### config.mk
export PLATFORM = sky130hd
export DESIGN_NAME = updown_modn_counter_flat
export DESIGN_NICKNAME = d
export VERILOG_FILES = /design/src/rtl/updown_modn_counter_if.sv /design/src/rtl/updown_modn_counter.sv /design/src/flat_wrapper.sv
export SDC_FILE = /design/constraint.sdc
export NUM_CORES = 1
export LEC_CHECK = 0
export CORE_MARGIN = 1.5
export CORE_UTILIZATION = 40
export CTS_CLUSTER_SIZE = 16
export DETAILED_ROUTE_END_ITERATION = 12
export HOLD_SLACK_MARGIN = 0.03
export PLACE_DENSITY_LB_ADDON = 0.15
export SLEW_MARGIN = 20
export SYNTH_ARGS = -nofsm -noshare
export SYNTH_HDL_FRONTEND = slang
export SYNTH_SLANG_ARGS = --single-unit
### constraint.sdc
create_clock -name clk -period 10.55 [get_ports clk]
set_clock_uncertainty 0.15 [all_clocks]
set_input_delay 1.5825 -clock clk [delete_from_list [all_inputs] [get_ports clk]]
set_output_delay 1.5825 -clock clk [all_outputs]
set_load 0.02 [all_outputs]
### src/rtl/updown_modn_counter_if.sv
// Bundle of control inputs and status outputs for the programmable up/down modulo-N counter.
// The master side drives the controls; the counter itself attaches as the slave.
interface updown_modn_counter_if #(
    parameter int WIDTH = 8
);
    logic             en;
    logic             up_dn;
    logic [WIDTH-1:0] mod_n;
    logic             load;
    logic [WIDTH-1:0] load_val;
    logic [WIDTH-1:0] count;
    logic             tc;
    logic             wrap;
    logic             load_err;

    modport master (
        output en, up_dn, mod_n, load, load_val,
        input  count, tc, wrap, load_err
    );

    modport slave (
        input  en, up_dn, mod_n, load, load_val,
        output count, tc, wrap, load_err
    );
endinterface

### src/rtl/updown_modn_counter.sv
// Runtime-programmable modulo-N up/down counter with synchronous load and cascade outputs.
// Priority on each edge is reset, then load, then enable, then hold.
module updown_modn_counter #(
    parameter int WIDTH   = 8,
    parameter int RST_VAL = 0
) (
    input logic                   clk,
    input logic                   rst,
    updown_modn_counter_if.slave  bus
);
    localparam logic [WIDTH-1:0] ONE   = WIDTH'(1);
    localparam logic [WIDTH-1:0] ZERO  = '0;
    localparam logic [WIDTH-1:0] RST_V = WIDTH'(RST_VAL);

    logic [WIDTH-1:0] count_q, count_d;
    logic             wrap_q, wrap_d;
    logic             load_err_q, load_err_d;
    logic [WIDTH-1:0] max_val;
    logic             at_term;

    // mod_n of zero wraps around to the full 2^WIDTH range
    assign max_val = bus.mod_n - ONE;
    assign at_term = bus.up_dn ? (count_q >= max_val) : (count_q == ZERO);

    always_comb begin
        count_d    = count_q;
        wrap_d     = 1'b0;
        load_err_d = 1'b0;
        if (bus.load) begin
            if (bus.load_val <= max_val) begin
                count_d = bus.load_val;
            end else begin
                count_d    = ZERO;
                load_err_d = 1'b1;
            end
        end else if (bus.en) begin
            if (bus.up_dn) begin
                if (count_q >= max_val) begin
                    count_d = ZERO;
                    wrap_d  = 1'b1;
                end else begin
                    count_d = count_q + ONE;
                end
            end else begin
                // A count left above a freshly shrunk modulus clamps down without flagging a wrap
                if (count_q == ZERO) begin
                    count_d = max_val;
                    wrap_d  = 1'b1;
                end else if (count_q > max_val) begin
                    count_d = max_val;
                end else begin
                    count_d = count_q - ONE;
                end
            end
        end
    end

    always_ff @(posedge clk) begin
        if (rst) begin
            count_q    <= RST_V;
            wrap_q     <= 1'b0;
            load_err_q <= 1'b0;
        end else begin
            count_q    <= count_d;
            wrap_q     <= wrap_d;
            load_err_q <= load_err_d;
        end
    end

    assign bus.count    = count_q;
    assign bus.wrap     = wrap_q;
    assign bus.load_err = load_err_q;
    assign bus.tc       = bus.en & at_term & ~bus.load & ~rst;
endmodule
### src/flat_wrapper.sv
// flat-port wrapper written by rule: the top's interface ports become plain ports
module updown_modn_counter_flat 
#(
    parameter int WIDTH   = 8,
    parameter int RST_VAL = 0
)
  (clk, rst, bus_en, bus_up_dn, bus_mod_n, bus_load, bus_load_val, bus_count, bus_tc, bus_wrap, bus_load_err);
  updown_modn_counter_if #(.WIDTH(WIDTH)) bus_i ();
  input logic clk;
  input logic rst;
  input wire logic [$bits(bus_i.en)-1:0] bus_en;
  input wire logic [$bits(bus_i.up_dn)-1:0] bus_up_dn;
  input wire logic [$bits(bus_i.mod_n)-1:0] bus_mod_n;
  input wire logic [$bits(bus_i.load)-1:0] bus_load;
  input wire logic [$bits(bus_i.load_val)-1:0] bus_load_val;
  output wire logic [$bits(bus_i.count)-1:0] bus_count;
  output wire logic [$bits(bus_i.tc)-1:0] bus_tc;
  output wire logic [$bits(bus_i.wrap)-1:0] bus_wrap;
  output wire logic [$bits(bus_i.load_err)-1:0] bus_load_err;
  assign bus_i.en = bus_en;
  assign bus_i.up_dn = bus_up_dn;
  assign bus_i.mod_n = bus_mod_n;
  assign bus_i.load = bus_load;
  assign bus_i.load_val = bus_load_val;
  assign bus_count = bus_i.count;
  assign bus_tc = bus_i.tc;
  assign bus_wrap = bus_i.wrap;
  assign bus_load_err = bus_i.load_err;
  updown_modn_counter #(.WIDTH(WIDTH), .RST_VAL(RST_VAL)) u_core (.clk(clk), .rst(rst), .bus(bus_i));
endmodule
* Yosys cells after proc, flatten, opt, wreduce, memory -nomap -nowiden
Index checks and enable logic that the tools add are counted.
** Cells by class
- $add $sub $neg :: 3
- Magnitude comparators :: 3
- Multiplexer cells :: 12
- Bitwise gates (word level) :: 6
- Reductions and logical operators :: 4
** Operators with widths (number)
- 8-bit 2-to-1 mux :: 7
- 8-bit by 1-bit subtractor with 8-bit output (second input constant) :: 2
- 8-bit by 1-bit adder with 8-bit output (second input constant) :: 1
- 8-bit greater-or-equal comparator :: 1
- 8-bit > comparator :: 1
- 8-bit less-or-equal comparator :: 1
- 8-bit zero test :: 1
- 1-bit 2-to-1 mux :: 5
- 1-bit bitwise AND :: 3
- 1-bit inverter :: 3
- 3-bit OR reduction :: 1
- 2-bit nonzero test :: 1
- 2-bit OR reduction :: 1
** Word-level totals
- Register bits :: 10
- Output and inout port bits :: 11

* Depth between registers and ports, before layout
- Word-level depth :: 7
- Mapped depth :: 15

* Worst setup path after synthesis
No wires, ideal clock.
- Path kind :: input to output
- Start :: input port bus_mod_n[0]
- End :: output port bus_tc
- Data arrival time :: 3.910 ns
- Slack :: 4.907 ns
- Stages on the path :: 12
- Buffers on the path :: 0
- Cells stage by stage :: inv_1 -> ha_1 -> inv_1 -> or3_1 -> xor2_1 -> ha_1 -> a21oi_1 -> o21ai_0 -> maj3_1 -> o32a_1 -> a21oi_1 -> nor2_1
** On the way
- Word-level cells in the longest chain between the ends :: 6
** Ends and longest elaborated chain
- from (decl) :: line flat_wrapper.sv:13 : input wire logic [$bits(bus_i.mod_n)-1:0] bus_mod_n;
- 8-bit by 1-bit subtractor with 8-bit output :: line updown_modn_counter.sv:22 : assign max_val = bus.mod_n - ONE;
- 8-bit greater-or-equal comparator :: line updown_modn_counter.sv:23 : assign at_term = bus.up_dn ? (count_q >= max_val) : (count_q == ZERO);
- 1-bit 2-to-1 mux :: line updown_modn_counter.sv:23
- 1-bit bitwise AND (3 in series) :: line updown_modn_counter.sv:73 : assign bus.tc = bus.en & at_term & ~bus.load & ~rst;
- to (decl) :: line flat_wrapper.sv:17 : output wire logic [$bits(bus_i.tc)-1:0] bus_tc;
No other way between the ends.

* Final worst setup path
Same ends and word-level chain as after synthesis.

==> impl_metrics.env <==
export IMPL_min_from="u_core.bus.count[4]"
export IMPL_maxSlewHeadroom_pct=38.4
export IMPL_start_util_pct=42.5
export IMPL_rsz0062_at_grt="false"
export IMPL_crit_arrival_ns=5.15
export IMPL_yosysWarnings=0
export IMPL_worstReg2RegStart="u_core.bus.count[3]"
export IMPL_drv_slew=0
export IMPL_vias=1544
export IMPL_peakVddDrop_mv=0.0598
export IMPL_ys_seq_elements=10
export IMPL_setup_viol=0
export IMPL_syn_area_um2=1440
export IMPL_core_um2=3390
export IMPL_drt_iter0_markers=103
export IMPL_max_stage_delay_ns=0.53
export IMPL_wl_per_cell_um=16.1
export IMPL_ff2ff_path_depth=9
export IMPL_vias_per_cell=5.85
export IMPL_grt_antenna_before_repair=0
export IMPL_die_width_um=63.0
export IMPL_hold_buffers=0
export IMPL_stdcell_count=264
export IMPL_final_nets=256
export IMPL_synthFlopType="dfxtp_1"
export IMPL_cts_resized_gates=0
export IMPL_clkTransAtPathRegs_ns=0.08
export IMPL_grt_pass1_wl_mm=7.22
export IMPL_whs_path_depth=3
export IMPL_drive_above_1_share_pct=4.13
export IMPL_place_inst=260
export IMPL_crit_type="input pin to output pin"
export IMPL_cts_setup_buffers=0
export IMPL_cts_root_buf="clkbuf_4"
export IMPL_worst_path_max_delay_cell="clkdlybuf4s50_1"
export IMPL_ys_types=45
export IMPL_rrSetupSlack_ns=6.95
export IMPL_finish_instance_area_um2=1790
export IMPL_max_freq_mhz=145
export IMPL_ioPinCount=32
export IMPL_dieArea_um2=3970
export IMPL_maxCapViolCount=0
export IMPL_fin_crit_sh_pct=65.3
export IMPL_yosysTopAreaCell="dfxtp_1"
export IMPL_io_buffer_count=31
export IMPL_gp_congestion=0.859
export IMPL_grt_max_degree=20
export IMPL_tns_ns=0
export IMPL_clk_latency_ns=0.28
export IMPL_cts_sinks=10
export IMPL_antenna_cells=0
export IMPL_drc=0
export IMPL_h_tree_depth=1
export IMPL_tightest_slew_ns=0.924
export IMPL_cts_made_buffers=3
export IMPL_pre_cts_slack_ns=3.67
export IMPL_yosysTopAreaCellShare_pct=13.9
export IMPL_fin_ws_ns=3.66
export IMPL_crit_chain="clkdlybuf4s50_1 -> inv_1 -> ha_1 -> inv_1 -> or3_1 -> xor2_1 -> ha_1 -> a21oi_1 -> o21ai_0 -> maj3_1 -> o32a_1 -> a21oi_1 -> nor2_1 -> clkdlybuf4s50_1"
export IMPL_syn_nets=231
export IMPL_cp_end_kind="output pin"
export IMPL_crit_fanout=5
export IMPL_cp_required_ns=8.82
export IMPL_clk_path_buf_depth=2
export IMPL_powerDensity_nw_per_um2=103
export IMPL_p_leak_nw=0.681
export IMPL_dp_hpwl_mm=3.29
export IMPL_grtUsageTotal_pct=22.7
export IMPL_start_kind="input pin"
export IMPL_holdCritPathClass="flip-flop to flip-flop"
export IMPL_layout_min_cycle_time_ns=6.89
export IMPL_ant_nets=0
export IMPL_hold_viol=0
export IMPL_status="finished clean"
export IMPL_gr_total_overflow=0
export IMPL_netlist_instances=194
export IMPL_wirelength_mm=4.26
export IMPL_drt_first_pass_iters=4
export IMPL_die_h_um=63.0
export IMPL_syn_to_final_growth_pct=24.5
export IMPL_ys_async_sr_fraction_pct=0
export IMPL_synth_area_leaders="dfxtp_1, ha_1, a21oi_1"
export IMPL_place_area_um2=1760
export IMPL_grt_pass1_vias=1494
export IMPL_min_to="u_core.bus.count[4]"
export IMPL_syn_area_per_cell_um2=7.42
export IMPL_synth_edff_count=0
export IMPL_rows=21
export IMPL_ys_seq_area_share_pct=13.9
export IMPL_p_total_mw=0.184
export IMPL_cts_tree="yes"
export IMPL_r2r_end="u_core.bus.count[2]"
-- final cells by class --
class,instances,area (µm²)
Tap cell,46,57.6
Inverter,10,37.5
Multi-Input combinational cell,163,1150
Clock buffer,4,36.3
Fill cell,338,1600
Sequential cell,10,200
Timing Repair Buffer,31,310
-- routing by layer --
layer	track usage, %	part of all wire (%)	up-vias
li1	-	-	770
met1	29.7	48	720
met2	39.0	47	46
met3	3.42	3.6	8
met4	4.72	1.2	0
met5	0	0	-
-- flip-flops by register name, indices dropped and copies added (netlist names) --
signal	flops
u_core.bus.wrap	1
u_core.bus.load_err	1
u_core.bus.count	8
-- worst max-delay path: cells and delay by family --
kind | cells | cell delay (ns)
XOR/XNOR | 1 | 0.24
adder cells (fa/ha/maj) | 3 | 0.86
AND/OR/NAND/NOR | 2 | 0.44
AO/OA/AOI/OAI | 4 | 0.79
buffers and inverters | 4 | 1.24
-- report_power, final --
group	leakage (nW)	switching, mW	internal [mW]
combinational	0.578	0.0514	0.0438
sequential	0.0822	0.00988	0.0414
clock	0.0210	0.0166	0.0210
-- kinds of logic (layout without fill, tap and decap cells) --
logic type	Yosys count	count (layout)	share of synthesized area, %
compound gates	54	54	24.5
simple gates	73	73	29.0
flops	10	10	13.9
buf+inv	21	45	6.17
xor+xnor	16	16	9.74
fa+ha+maj	19	19	16.0
mux	1	1	0.696
-- placed cells by master, fill, tap and decap left out, types with 5 or more instances in the layout --
master	netlist	layout
ha_1	16	16
xnor2_1	9	9
xor2_1	7	7
dfxtp_1	10	10
nand2_1	6	6
inv_1	10	10
nor2_1	10	10
clkdlybuf4s50_1	0	31
nor3_1	10	10
o21ai_0	12	12
nor3b_1	7	7
a21oi_1	16	16
nand3_1	13	13
and3_1	5	5
-- metrics by stage --
stage                     utilization (%)  hold WS, ns
after floorplan                         -        0.612
after global placement               51.8        0.578
after detailed placement             51.8        0.582
after CTS                            52.9        0.603
after global routing                 52.9        0.654
final                                52.9        0.597
-- cells in the mapped netlist, types with 3 or more instances --
cell type,count
a21oi_1,16
ha_1,16
nand3_1,13
o21ai_0,12
dfxtp_1,10
inv_1,10
nor2_1,10
nor3_1,10
xnor2_1,9
clkbuf_1,8
nor3b_1,7
xor2_1,7
nand2_1,6
and3_1,5
or3_1,4
maj3_1,3
nor4_1,3
o211ai_1,3
o21a_1,3
o221ai_1,3
o22a_1,3
-- worst max path at each step --
stage,slack [ns],end,from,depth (start not counted)
after floorplan,4.91,bus_tc,bus_mod_n[0],12
after global placement,3.75,bus_tc,bus_mod_n[0],14
after detailed placement,3.67,bus_tc,bus_mod_n[0],14
after CTS,3.66,bus_tc,bus_mod_n[0],14
after global routing,3.45,bus_tc,bus_mod_n[0],14
final,3.66,bus_tc,bus_mod_n[0],14
No activity file was read; power rests on OpenSTA's default activity.
